File: src/rtl/if_id_fetch_queue.sv
// Instruction queue between IF and ID: buffers {instr, PC+4} pairs, presents a NOP bubble when empty.
// Optional macro FQ_STARVE_COUNT_EN builds the ID-starved cycle counter on starve_cnt.
module if_id_fetch_queue #(
    parameter int DEPTH  = 4,
    parameter int DATA_W = 32
) (
    input  logic                       clock,
    input  logic                       reset,
    input  logic                       flush,
    input  logic                       in_valid,
    input  logic [DATA_W-1:0]          in_instr,
    input  logic [DATA_W-1:0]          in_pcplus4,
    output logic                       in_ready,
    output logic                       out_valid,
    output logic [DATA_W-1:0]          out_instr,
    output logic [DATA_W-1:0]          out_pcplus4,
    input  logic                       out_ready,
    output logic [$clog2(DEPTH):0]     count,
    output logic [31:0]                starve_cnt
);

    localparam int PTR_W = $clog2(DEPTH);
    localparam int CNT_W = PTR_W + 1;
    localparam logic [CNT_W-1:0] FULL = CNT_W'(DEPTH);

    logic [DATA_W-1:0] instr_mem [DEPTH];
    logic [DATA_W-1:0] pc_mem    [DEPTH];
    logic [PTR_W-1:0]  wr_ptr;
    logic [PTR_W-1:0]  rd_ptr;
    logic              push;
    logic              pop;

    assign in_ready  = (count != FULL);
    assign out_valid = (count != '0);
    assign push      = in_valid & in_ready;
    assign pop       = out_valid & out_ready;

    // Head is read combinationally and forced to a NOP bubble when empty
    assign out_instr   = out_valid ? instr_mem[rd_ptr] : '0;
    assign out_pcplus4 = out_valid ? pc_mem[rd_ptr]    : '0;

    // Pointer and occupancy state; flush discards everything, including a same-cycle push
    always_ff @(posedge clock) begin
        if (reset || flush) begin
            wr_ptr <= '0;
            rd_ptr <= '0;
            count  <= '0;
        end else begin
            if (push) begin
                wr_ptr <= wr_ptr + PTR_W'(1);
            end
            if (pop) begin
                rd_ptr <= rd_ptr + PTR_W'(1);
            end
            if (push && !pop) begin
                count <= count + CNT_W'(1);
            end else if (pop && !push) begin
                count <= count - CNT_W'(1);
            end
        end
    end

    // Entry storage needs no reset; the output gating hides stale contents
    always_ff @(posedge clock) begin
        if (push && !flush && !reset) begin
            instr_mem[wr_ptr] <= in_instr;
            pc_mem[wr_ptr]    <= in_pcplus4;
        end
    end

`ifdef FQ_STARVE_COUNT_EN
    // Counts cycles where ID was ready but got a bubble; survives flushes
    always_ff @(posedge clock) begin
        if (reset) begin
            starve_cnt <= '0;
        end else if (out_ready && !out_valid) begin
            starve_cnt <= starve_cnt + 32'd1;
        end
    end
`else
    assign starve_cnt = 32'd0;
`endif

endmodule
File: config.mk
export PLATFORM = sky130hd
export DESIGN_NAME = if_id_fetch_queue
export DESIGN_NICKNAME = d
export VERILOG_FILES = /design/src/rtl/if_id_fetch_queue.sv
export SDC_FILE = /design/constraint.sdc
export NUM_CORES = 1
export LEC_CHECK = 0
export CORE_AREA = 10 10 189 191
export DETAILED_ROUTE_END_ITERATION = 16
export DIE_AREA = 0 0 199 201
export PLACE_DENSITY = 0.55
export SYNTH_ARGS = -nofsm -noshare
export SYNTH_HDL_FRONTEND = slang
export SYNTH_SLANG_ARGS = --single-unit
File: constraint.sdc
create_clock -name clock -period 4.56 [get_ports clock]
set_clock_uncertainty 0.15 [all_clocks]
set_input_delay 0.912 -clock clock [delete_from_list [all_inputs] [get_ports clock]]
set_output_delay 0.912 -clock clock [all_outputs]
set_load 0.01 [all_outputs]
# Yosys cells after proc, flatten, opt, wreduce, memory -nomap -nowiden
# Memories as Yosys holds them, arrays and structs flattened. A register that Yosys moved wholly into a read port is not among the register bits.
# Cells that the tools add are included.
dict set report totals {
  output_inout_bits 101
  memories 2
  register_bits 7
  mem_bits_rw 256
  in_bits 69
}
dict set report classes {
  eq_ne 1
  n_bitwise 2
  n_reduce_logical 11
  muxes 10
  addsub 4
}
# memory words width read_ports rd_ports_with_merged_regs write_ports line
set memory_table {}
lappend memory_table {instr_mem 4 32 1 1 1 26} ;# logic [DATA_W-1:0] instr_mem [DEPTH];
lappend memory_table {pc_mem 4 32 1 1 1 27} ;# logic [DATA_W-1:0] pc_mem [DEPTH];
# cell count
set op_table {}
lappend op_table {{$mux W32} 2}
lappend op_table {{$mux W2} 4}
lappend op_table {{$mux W3} 2}
lappend op_table {{$add A2 B1 Y2 const B} 2}
lappend op_table {{$logic_and A1 B1 Y1} 4}
lappend op_table {{$logic_not A1 Y1} 4}
lappend op_table {{$add A3 B1 Y3 const B} 1}
lappend op_table {{$ne A3 B3 Y1 const B} 1}
lappend op_table {{$reduce_bool A3 Y1} 1}
lappend op_table {{$sub A3 B1 Y3 const B} 1}
lappend op_table {{$and A1 B1 Y1} 2}
lappend op_table {{$mux W1} 2}
lappend op_table {{$reduce_bool A2 Y1} 1}
lappend op_table {{$logic_or A1 B1 Y1} 1}

# Longest topological paths before layout
# Gate-level depths: netlist of run 1.
dict set report depth {
  ltp_word 6
  depth_mapped 9
  depth_no_buf 8
}

# Worst setup path before layout of run 1
# OpenSTA, ideal clock, no wires.
dict set report synth_timing {
  kind {input to register}
  start {in flush}
  end {mem instr_mem[0][0] (enable)}
  setup_ps 393
  setup_slack_ps 1936
  cell_stages 2
  required_time_ps 4017
  t_arrival_ps 2081
  path_cell_list {nor2_1 -> and3_2}
}
dict set report synth_between {
  elab_chain_len 5
}
# item line
set synth_rtl {}
lappend synth_rtl {{from (decl)} 9} ;# input logic flush,
lappend synth_rtl {{$logic_not A1 Y1} 65} ;# if (push && !flush && !reset) begin
lappend synth_rtl {{$logic_and A1 B1 Y1 (2 in a row)} 65}
lappend synth_rtl {{$mux W1} 65}
lappend synth_rtl {{$mux W1 (not written as such)} 66} ;# instr_mem[wr_ptr] <= in_instr;
lappend synth_rtl {{to (decl)} 26}
# Every way passes these cells.

==> results of run 1 <==
## power by group
part / leakage, nW / total, mW / switching (mW) / internal (mW)
logic: 1.30 / 0.589 / 0.272 / 0.317
registers: 2.39 / 2.72 / 0.0193 / 2.70
clock network: 0.393 / 2.04 / 0.850 / 1.19
total: 4.08 / 5.36 / 1.14 / 4.21
## tightest hold or removal path, stage by stage (launching register included)
cell	delay, ns
dfxtp_1	0.35
nand2_1	0.07
o21ai_0	0.06
## worst max path at each step
stage	to	slack, ns	cells after the start
2_1_floorplan	instr_mem[0][0]	1.94	2
3_3_place_gp	out_pcplus4[24]	1.21	4
3_5_place_dp	out_pcplus4[23]	1.20	4
4_1_cts	out_pcplus4[24]	0.64	4
5_1_grt	out_pcplus4[23]	0.52	4
6_report	out_pcplus4[24]	0.73	4
## cells in the mapped netlist (all sizes together)
| cell | count | area, sq um |
|---|---|---|
| nand4 | 2 | 12.5 |
| conb | 1 | 3.75 |
| ha | 5 | 62.6 |
| or2 | 1 | 6.26 |
| nor2 | 6 | 22.5 |
| o311ai | 1 | 8.76 |
| or3 | 2 | 13.8 |
| inv | 3 | 11.3 |
| o21ai | 2 | 10.0 |
| clkbuf | 9 | 33.8 |
| or3b | 1 | 11.3 |
| a21oi | 1 | 5.00 |
| mux2i | 1 | 10.0 |
| o31ai | 2 | 20.0 |
| mux4 | 64 | 1440 |
| dfxtp | 9 | 180 |
| and2 | 65 | 409 |
| buf | 46 | 360 |
| fa | 1 | 20.0 |
| and3 | 4 | 30.0 |
| edfxtp | 256 | 7690 |
| xor2 | 4 | 35.0 |
| nand2 | 1 | 3.75 |
## metrics by stage
stage	worst slack, ns	power, mW	hold WS [ns]
CTS	0.637	5.43	0.379
finish	0.727	5.36	0.379
detailed placement	1.20	3.38	0.371
global route	0.523	5.56	0.409
floorplan	1.94	3.05	0.320
global placement	1.21	3.37	0.333
## cells in the final DEF (no fill, tap or decap)
cell type          n
edfxtp_1         256
clkdlybuf4s50_1  137
mux4_2            64
and2_1            64
conb_1            32
clkbuf_16         27
clkbuf_1           7
clkinv_1           7
dfxtp_1            7
nor2_1             6
ha_1               5
buf_12             5
and3_4             4
xor2_1             4
inv_1              3
or3_2              2
nand4_1            2
o21ai_0            2
dfxtp_4            2
bufinv_16          2
clkinv_2           2
or3b_4             1
and2_4             1
o31ai_1            1
or2_2              1
mux2i_1            1
nand2_1            1
a21oi_1            1
o31ai_2            1
o311ai_0           1
fa_1               1
clkinvlp_4         1
inv_6              1
buf_4              1
## metal layers
metal | wire length, um | share of wire | vias to the layer above
met2 | 10800 | 0.49 | 156
met5 | 0 | 0 | -
met3 | 1780 | 0.081 | 33
li1 | - | - | 2170
met4 | 352 | 0.016 | 0
met1 | 8930 | 0.41 | 2587
## sequential cells by signal (all words and copies together) (netlist names), named ones only
signal     count
pc_mem       128
rd_ptr         2
count          3
wr_ptr         2
instr_mem    128
## cell type report
cell class	instances	area, sq um	share of cell area
inverter	3	11.3	0.000870
sequential	265	7880	0.608
clock buffer	34	702	0.0542
clock inverter	13	113	0.00870
tap	408	510	0.0394
timing repair buffer	143	1480	0.114
multi-input combinational	195	2260	0.174
## cell families after synthesis
group / synth area share
DFF: 0.757
and+or+nand+nor: 0.0490
muxes: 0.140
buffers and inverters: 0.0390
adders and majority gates: 0.00794
AOI/OAI and AO/OA: 0.00421
xor gates and xnor gates: 0.00337
other: 0.000361
==> run metrics, run 1 <==
status=completed; Post-Layout Cell Count=1061; largest net degree at the start of global routing=65; Lkg Pwr=4.08 nW; min-delay src=wr_ptr[0]; placed cells=1014; slack of the worst reg-to-reg path=2.09 ns; via density per instance=4.66; GP Congestion=0.718; end of the worst hold path=wr_ptr[0]; ant diodes=0; number of port buffers=137; via count=4946; worst rel slew slack=0.294; TritonCTS Sinks=265; Startpoint Class=flop; DIE HEIGHT=201 um; Worst Reg-to-Reg Cells=7; max-cap violation count=0; post-DP HPWL=13400 um; initial antenna violation count=1; hold_buf cts=0; DRT Pass-1 Iters=4; CTS clk-pin slew, worst paths=0.06 ns; M1 GR Usage=0.133; Critical Path Slowest Stage Cell=dfxtp_4; met3 usage=0.0332; Die Wd=199 um; Pwr Density=414 nW/um^2; Final Util=0.404; Crit Path Category=reg -> out; die outline area=40000 sq um; GRT overflow=0; initial drt markers=261; GR Util met2=0.183; Yosys Warn Count=0; Max Clock Freq=261 MHz; r2r startpoint=count[0]; FILL cells=2844; Worst setup EP type=output pin; DR WL/cell=20.6 um; clock buffer count from CTS=27; Hold Crit Depth=2; #FFs+latches synth=265; delay-heaviest family, CP=buffers and inverters; share of cells above drive strength 1=0.176; Slew @ Worst Pin=1.06 ns; Core Box Area=32000 sq um; endpoints failing hold=0; row count=66; post-route ant nets=0; min-delay worst type=reg -> reg; RSZ-0062 raised after global routing=false; Routed WL=21900 um; fin area=12900 sq um; Synth-to-Final Area Change=24.5%; CTS max path bufs=3; first-pass GRT wire length=33400 um; register area share after synthesis=0.757; Critical Path RT=3.50 ns; Final #Nets=710; clock period minus worst slack=3.83 ns; FF-to-FF End=count[2]; IO Count=170; Setup TNS=0 ns; CTS tree=yes; root buffer cell=clkbuf_16; crit path DAT=2.77 ns; number of gates resized after cts=0; Avg Cell Area, Syn=21.4 sq um; fin. max-slew vios=0; Post-CTS Setup Inserts=0; GR peak layer=met2; cells after synthesis=487; Post-Syn Area=10400 sq um; Initial Utilization=0.325; VDD IR max=0.000209 V; Tcrit/Tclk final=0.841; via count of the first global-routing pass=5518; worst-path fanout max=18; crit-path max cell delay=0.57 ns; all-layer global routing usage=0.108; # setup viols final=0; Clk Latency, worst-skew pair=0.52 ns; placed instance area=12100 sq um; DRC=0; Cell Chain, Critical Path=buf_4 > mux4_2 > and2_1 > clkdlybuf4s50_1; CP bufs+invs=2; H-tree depth=1; synth unique cells=28
Note: power is estimated with default switching activity, not from simulation.
==> run 2: changes to the inputs <==
==> constraint.sdc (replaced) <==
create_clock -name clock -period 3.64 [get_ports clock]
set_clock_uncertainty 0.15 [all_clocks]
set_input_delay 0.728 -clock clock [delete_from_list [all_inputs] [get_ports clock]]
set_output_delay 0.728 -clock clock [all_outputs]
set_load 0.01 [all_outputs]
==> run 2 against run 1 <==
Final area increased by 2.3%. Setup slack got worse by 0.54 ns. Sequential share of layout area decreased by 1.4 points. Via count increased by 1.7%. Largest power group unchanged. Core utilization increased by 0.92 points. Combinational power increased by 27%. Global-route usage increased by 0.26 points. Non-clock buffer count increased by 21. Sequential power increased by 25%. Critical path depth unchanged.
==> run metrics, run 2 (same netlist as run 1, synthesis figures left out) <==
Die Wd=199 um; Final #Nets=733; worst-path fanout max=30; max-cap violation count=0; Synth-to-Final Area Change=27.4%; final hold slack=0.353 ns; hold_buf cts=0; Slew @ Worst Pin=0.568 ns; Lkg Pwr=4.25 nW; post-DP HPWL=14200 um; Clk Latency, worst-skew pair=0.54 ns; endpoints failing hold=0; Critical Path RT=2.76 ns; CTS tree=yes; Core Box Area=32000 sq um; row count=66; Tcrit/Tclk final=0.948; post-route ant nets=0; CTS max path bufs=3; number of port buffers=137; Setup TNS=0 ns; Max Clock Freq=290 MHz; DR WL/cell=20.7 um; DIE HEIGHT=201 um; H-tree depth=1; all-layer global routing usage=0.111; Pwr Density=526 nW/um^2; worst rel slew slack=0.621; IO Count=170; initial antenna violation count=1; crit path DAT=2.57 ns; Final Power=6.96 mW; first-pass GRT wire length=34200 um; CTS clk-pin slew, worst paths=0.06 ns; most common cell after layout, fill and taps aside=edfxtp_1; via count of the first global-routing pass=5695; Crit Path Category=reg -> out; placed instance area=12200 sq um; initial drt markers=250; clock buffer count from CTS=29; via density per instance=4.62; GRT overflow=0; DRC=0; most frequent cells in the layout=edfxtp_1, clkdlybuf4s50_1, mux4_2, and2_1, conb_1; min-delay worst type=reg -> reg; RSZ-0062 raised after global routing=false; Initial Utilization=0.325; status=completed; fin. max-slew vios=0; clock period minus worst slack=3.45 ns; VDD IR max=0.000295 V; Worst setup EP type=output pin; GP Congestion=0.721; TritonCTS Sinks=265; fin area=13200 sq um; Routed WL=22600 um; via count=5031; Startpoint Class=flop; Top Registers=instr_mem: 128 flops, pc_mem: 128 flops, count: 3 flops; die outline area=40000 sq um; root buffer cell=clkbuf_16; # setup viols final=0; share of cells above drive strength 1=0.212; DRT Pass-1 Iters=4; largest net degree at the start of global routing=35
run 2: per-stage QoR:
step,utilization,cells,worst slack (ns)
floorplan,-,518,1.20
global placement,0.382,1026,0.617
detailed placement,0.382,1026,0.606
CTS,0.411,1078,0.0110
global route,0.413,1087,0.0369
finish,0.413,1089,0.191
run 2: path summary, 6_finish.rpt:
check | startpoint | cells past startpoint | end | slack, ns
setup / recovery | flop | 4 | out_pcplus4[27] | 0.19
hold / removal | wr_ptr[0] | 2 | wr_ptr[0] | 0.35
setup reg to reg | count[0] | 8 | count[2] | 1.14
hold reg to reg | wr_ptr[0] | 2 | wr_ptr[0] | 0.35
run 2: power breakdown:
part           internal, mW  switching (mW)  leakage [nW]
combinational         0.405           0.342          1.42
sequential             3.39          0.0204          2.39
clock                  1.67            1.14         0.443
run 2: final cells by class:
cell class	count	area [sq um]
Fill cell	2832	18800
Sequential cell	265	7880
Multi-Input combinational cell	195	2260
Timing Repair Buffer	164	1670
Clock buffer	35	748
Tap cell	408	510
Clock inverter	17	166
Inverter	3	11.3
Antenna cell	2	5.00
run 2: worst max-delay path: stages, from the launching register on:
cell and delay [ns]:
dfxtp_4 0.69, buf_12 0.30, mux4_2 0.32, and2_1 0.21, clkdlybuf4s50_1 0.50
run 2: per-layer routing:
| layer | track usage | up-vias | routed length (um) | share of wire |
|---|---|---|---|---|
| li1 | - | 2225 | - | - |
| met1 | 0.140 | 2613 | 9420 | 0.42 |
| met2 | 0.183 | 165 | 10900 | 0.48 |
| met3 | 0.0335 | 28 | 1910 | 0.085 |
| met4 | 0.0264 | 0 | 333 | 0.015 |
| met5 | 0 | - | 0 | 0 |
run 2: what timing repair did:
action	4_1_cts	5_1_grt
setup endpoints to repair	0	27
setup buffers	0	9
endpoints found under the hold margin	0	0
gates resized for setup	0	1
==> run 3: changes to the inputs <==
--- a/config.mk
+++ b/config.mk
@@ -5,9 +5,10 @@
 export SDC_FILE = /design/constraint.sdc
 export NUM_CORES = 1
 export LEC_CHECK = 0
-export CORE_AREA = 10 10 189 191
+export CORE_AREA = 2 2 181 183
+export CTS_BUF_LIST = sky130_fd_sc_hd__clkbuf_8 sky130_fd_sc_hd__clkbuf_16
 export DETAILED_ROUTE_END_ITERATION = 16
-export DIE_AREA = 0 0 199 201
+export DIE_AREA = 0 0 183 185
 export PLACE_DENSITY = 0.55
 export SYNTH_ARGS = -nofsm -noshare
 export SYNTH_HDL_FRONTEND = slang
==> constraint.sdc (replaced) <==
create_clock -name clock -period 4.4 [get_ports clock]
set_clock_uncertainty 0.15 [all_clocks]
set_input_delay 0.88 -clock clock [delete_from_list [all_inputs] [get_ports clock]]
set_output_delay 0.88 -clock clock [all_outputs]
set_load 0.01 [all_outputs]
==> run 3 against run 2 <==
Core utilization shrank 0.67 points. Global-route usage grew 0.51 points. Non-clock buffer count shrank 20. Routed wire length shrank 13%. Setup slack gained 0.34 ns. Register-to-register slack gained 0.81 ns. Critical path type unchanged. Critical endpoint is now out_instr[7].
==> run metrics, run 3 (same netlist as run 1, synthesis figures left out) <==
via density per instance=4.61; Internal=4.47 mW; share of total power in the clock network=0.397; # setup viols final=0; TritonCTS Sinks=265; Setup TNS=0 ns; most frequent cells in the layout=edfxtp_1, clkdlybuf4s50_1, mux4_2, and2_1, conb_1; via count of the first global-routing pass=5305; post-DP HPWL=11300 um; Logic pwr share=0.105; clock buffer count from CTS=27; placed instance area=12200 sq um; GRT overflow=0; DRC=0; Cell Chain, Critical Path=buf_12 > mux4_2 > and2_1 > clkdlybuf4s50_1; Seq pwr share=0.498; VDD IR max=0.000242 V; Final Power=5.67 mW; DR WL/cell=18.5 um; CTS clk-pin slew, worst paths=0.06 ns; die outline area=33900 sq um; via count=4895; Lkg Pwr=4.13 nW; first-pass GRT wire length=30200 um; fin area=13000 sq um; worst rel slew slack=0.335; Synth-to-Final Area Change=25.3%; Routed WL=19700 um; Top Registers=instr_mem: 128 flops, pc_mem: 128 flops, count: 3 flops; IO Count=170; most common cell after layout, fill and taps aside=edfxtp_1; Worst Slack Setup Final=0.530 ns; final hold slack=0.362 ns; Worst setup EP type=output pin; GP Congestion=0.668; largest net degree at the start of global routing=65; H-tree depth=1; number of gates resized after cts=0; crit path DAT=2.84 ns; worst-path fanout max=28; Slew @ Worst Pin=0.998 ns; Crit Path Category=reg -> out; Sw Ratio=0.211; placed cells=1015; crit-path max cell delay=0.71 ns; Initial Utilization=0.325; dpl ws=1.02 ns; Pwr Density=435 nW/um^2; initial drt markers=206; CTS tree=yes; hold_buf cts=0; CP bufs+invs=2; Final #Nets=711; Critical Path RT=3.37 ns; NetSw=1.20 mW; post-route ant nets=0; Post-CTS Setup Inserts=0; root buffer cell=clkbuf_16; Clk Latency, worst-skew pair=0.53 ns; fin. max-slew vios=0; status=completed; Final Util=0.407; Tcrit/Tclk final=0.880; min-delay worst type=reg -> reg; row count=66; Max Clock Freq=258 MHz; all-layer global routing usage=0.116; RSZ-0062 raised after global routing=false; initial antenna violation count=0; max-cap violation count=0; Die Wd=183 um; DRT Pass-1 Iters=6; endpoints failing hold=0; Critical Path Slowest Stage Cell=dfxtp_4; Core Box Area=32000 sq um; CTS max path bufs=3; number of port buffers=137; DIE HEIGHT=185 um; delay-heaviest family, CP=buffers and inverters; ant diodes=0; Startpoint Class=flop; clock period minus worst slack=3.87 ns; Post-Layout Cell Count=1062; share of cells above drive strength 1=0.187
==> run 3: changes by cell type in the layout (fill, tap and decap cells not counted), moves of 2 or more <==
cell and delta:
buf_4 -19, clkbuf_1 -6, clkbuf_16 -2, diode_2 -2, inv_1 +2
==> run 3: final timing paths <==
check | end | startpoint | slack (ns) | cells past startpoint
min reg2reg | wr_ptr[0] | wr_ptr[0] | 0.36 | 2
max reg2reg | count[2] | count[1] | 1.95 | 8
min | wr_ptr[0] | wr_ptr[0] | 0.36 | 2
max | out_instr[7] | flop | 0.53 | 4
==> run 3: worst reg2reg max path, cell delays in order (launching register included) <==
cell and delay [ns]:
dfxtp_1 0.48, or3b_4 0.21, and2_4 0.19, ha_1 0.19, inv_1 0.07, fa_1 0.37, xor2_1 0.16, or3_2 0.41
a21oi_1 0.15
==> run 3: routing by layer <==
metal | part of all wire | wire (um) | up-vias | track usage
li1 | - | - | 2183 | -
met1 | 0.44 | 8560 | 2549 | 0.151
met2 | 0.49 | 9590 | 134 | 0.197
met3 | 0.058 | 1140 | 29 | 0.0271
met4 | 0.020 | 389 | 0 | 0.0320
met5 | 0 | 0 | - | 0
==> run 3: power by group through the flow <==
stage	Combinational [mW]	Clock, mW	Sequential [mW]
floorplan	0.294	0	2.87
global placement	0.601	0	2.87
detailed placement	0.608	0	2.88
CTS	0.613	2.33	2.82
global route	0.649	2.42	2.83
finish	0.595	2.25	2.82
==> run 3: area by class of cell <==
class | instances | area, sq um
fill | 2834 | 19000
multi-input combinational | 195 | 2260
tap | 408 | 510
timing repair buffer | 144 | 1500
inverter | 3 | 11.3
clock buffer | 27 | 676
sequential | 265 | 7880
clock inverter | 20 | 200
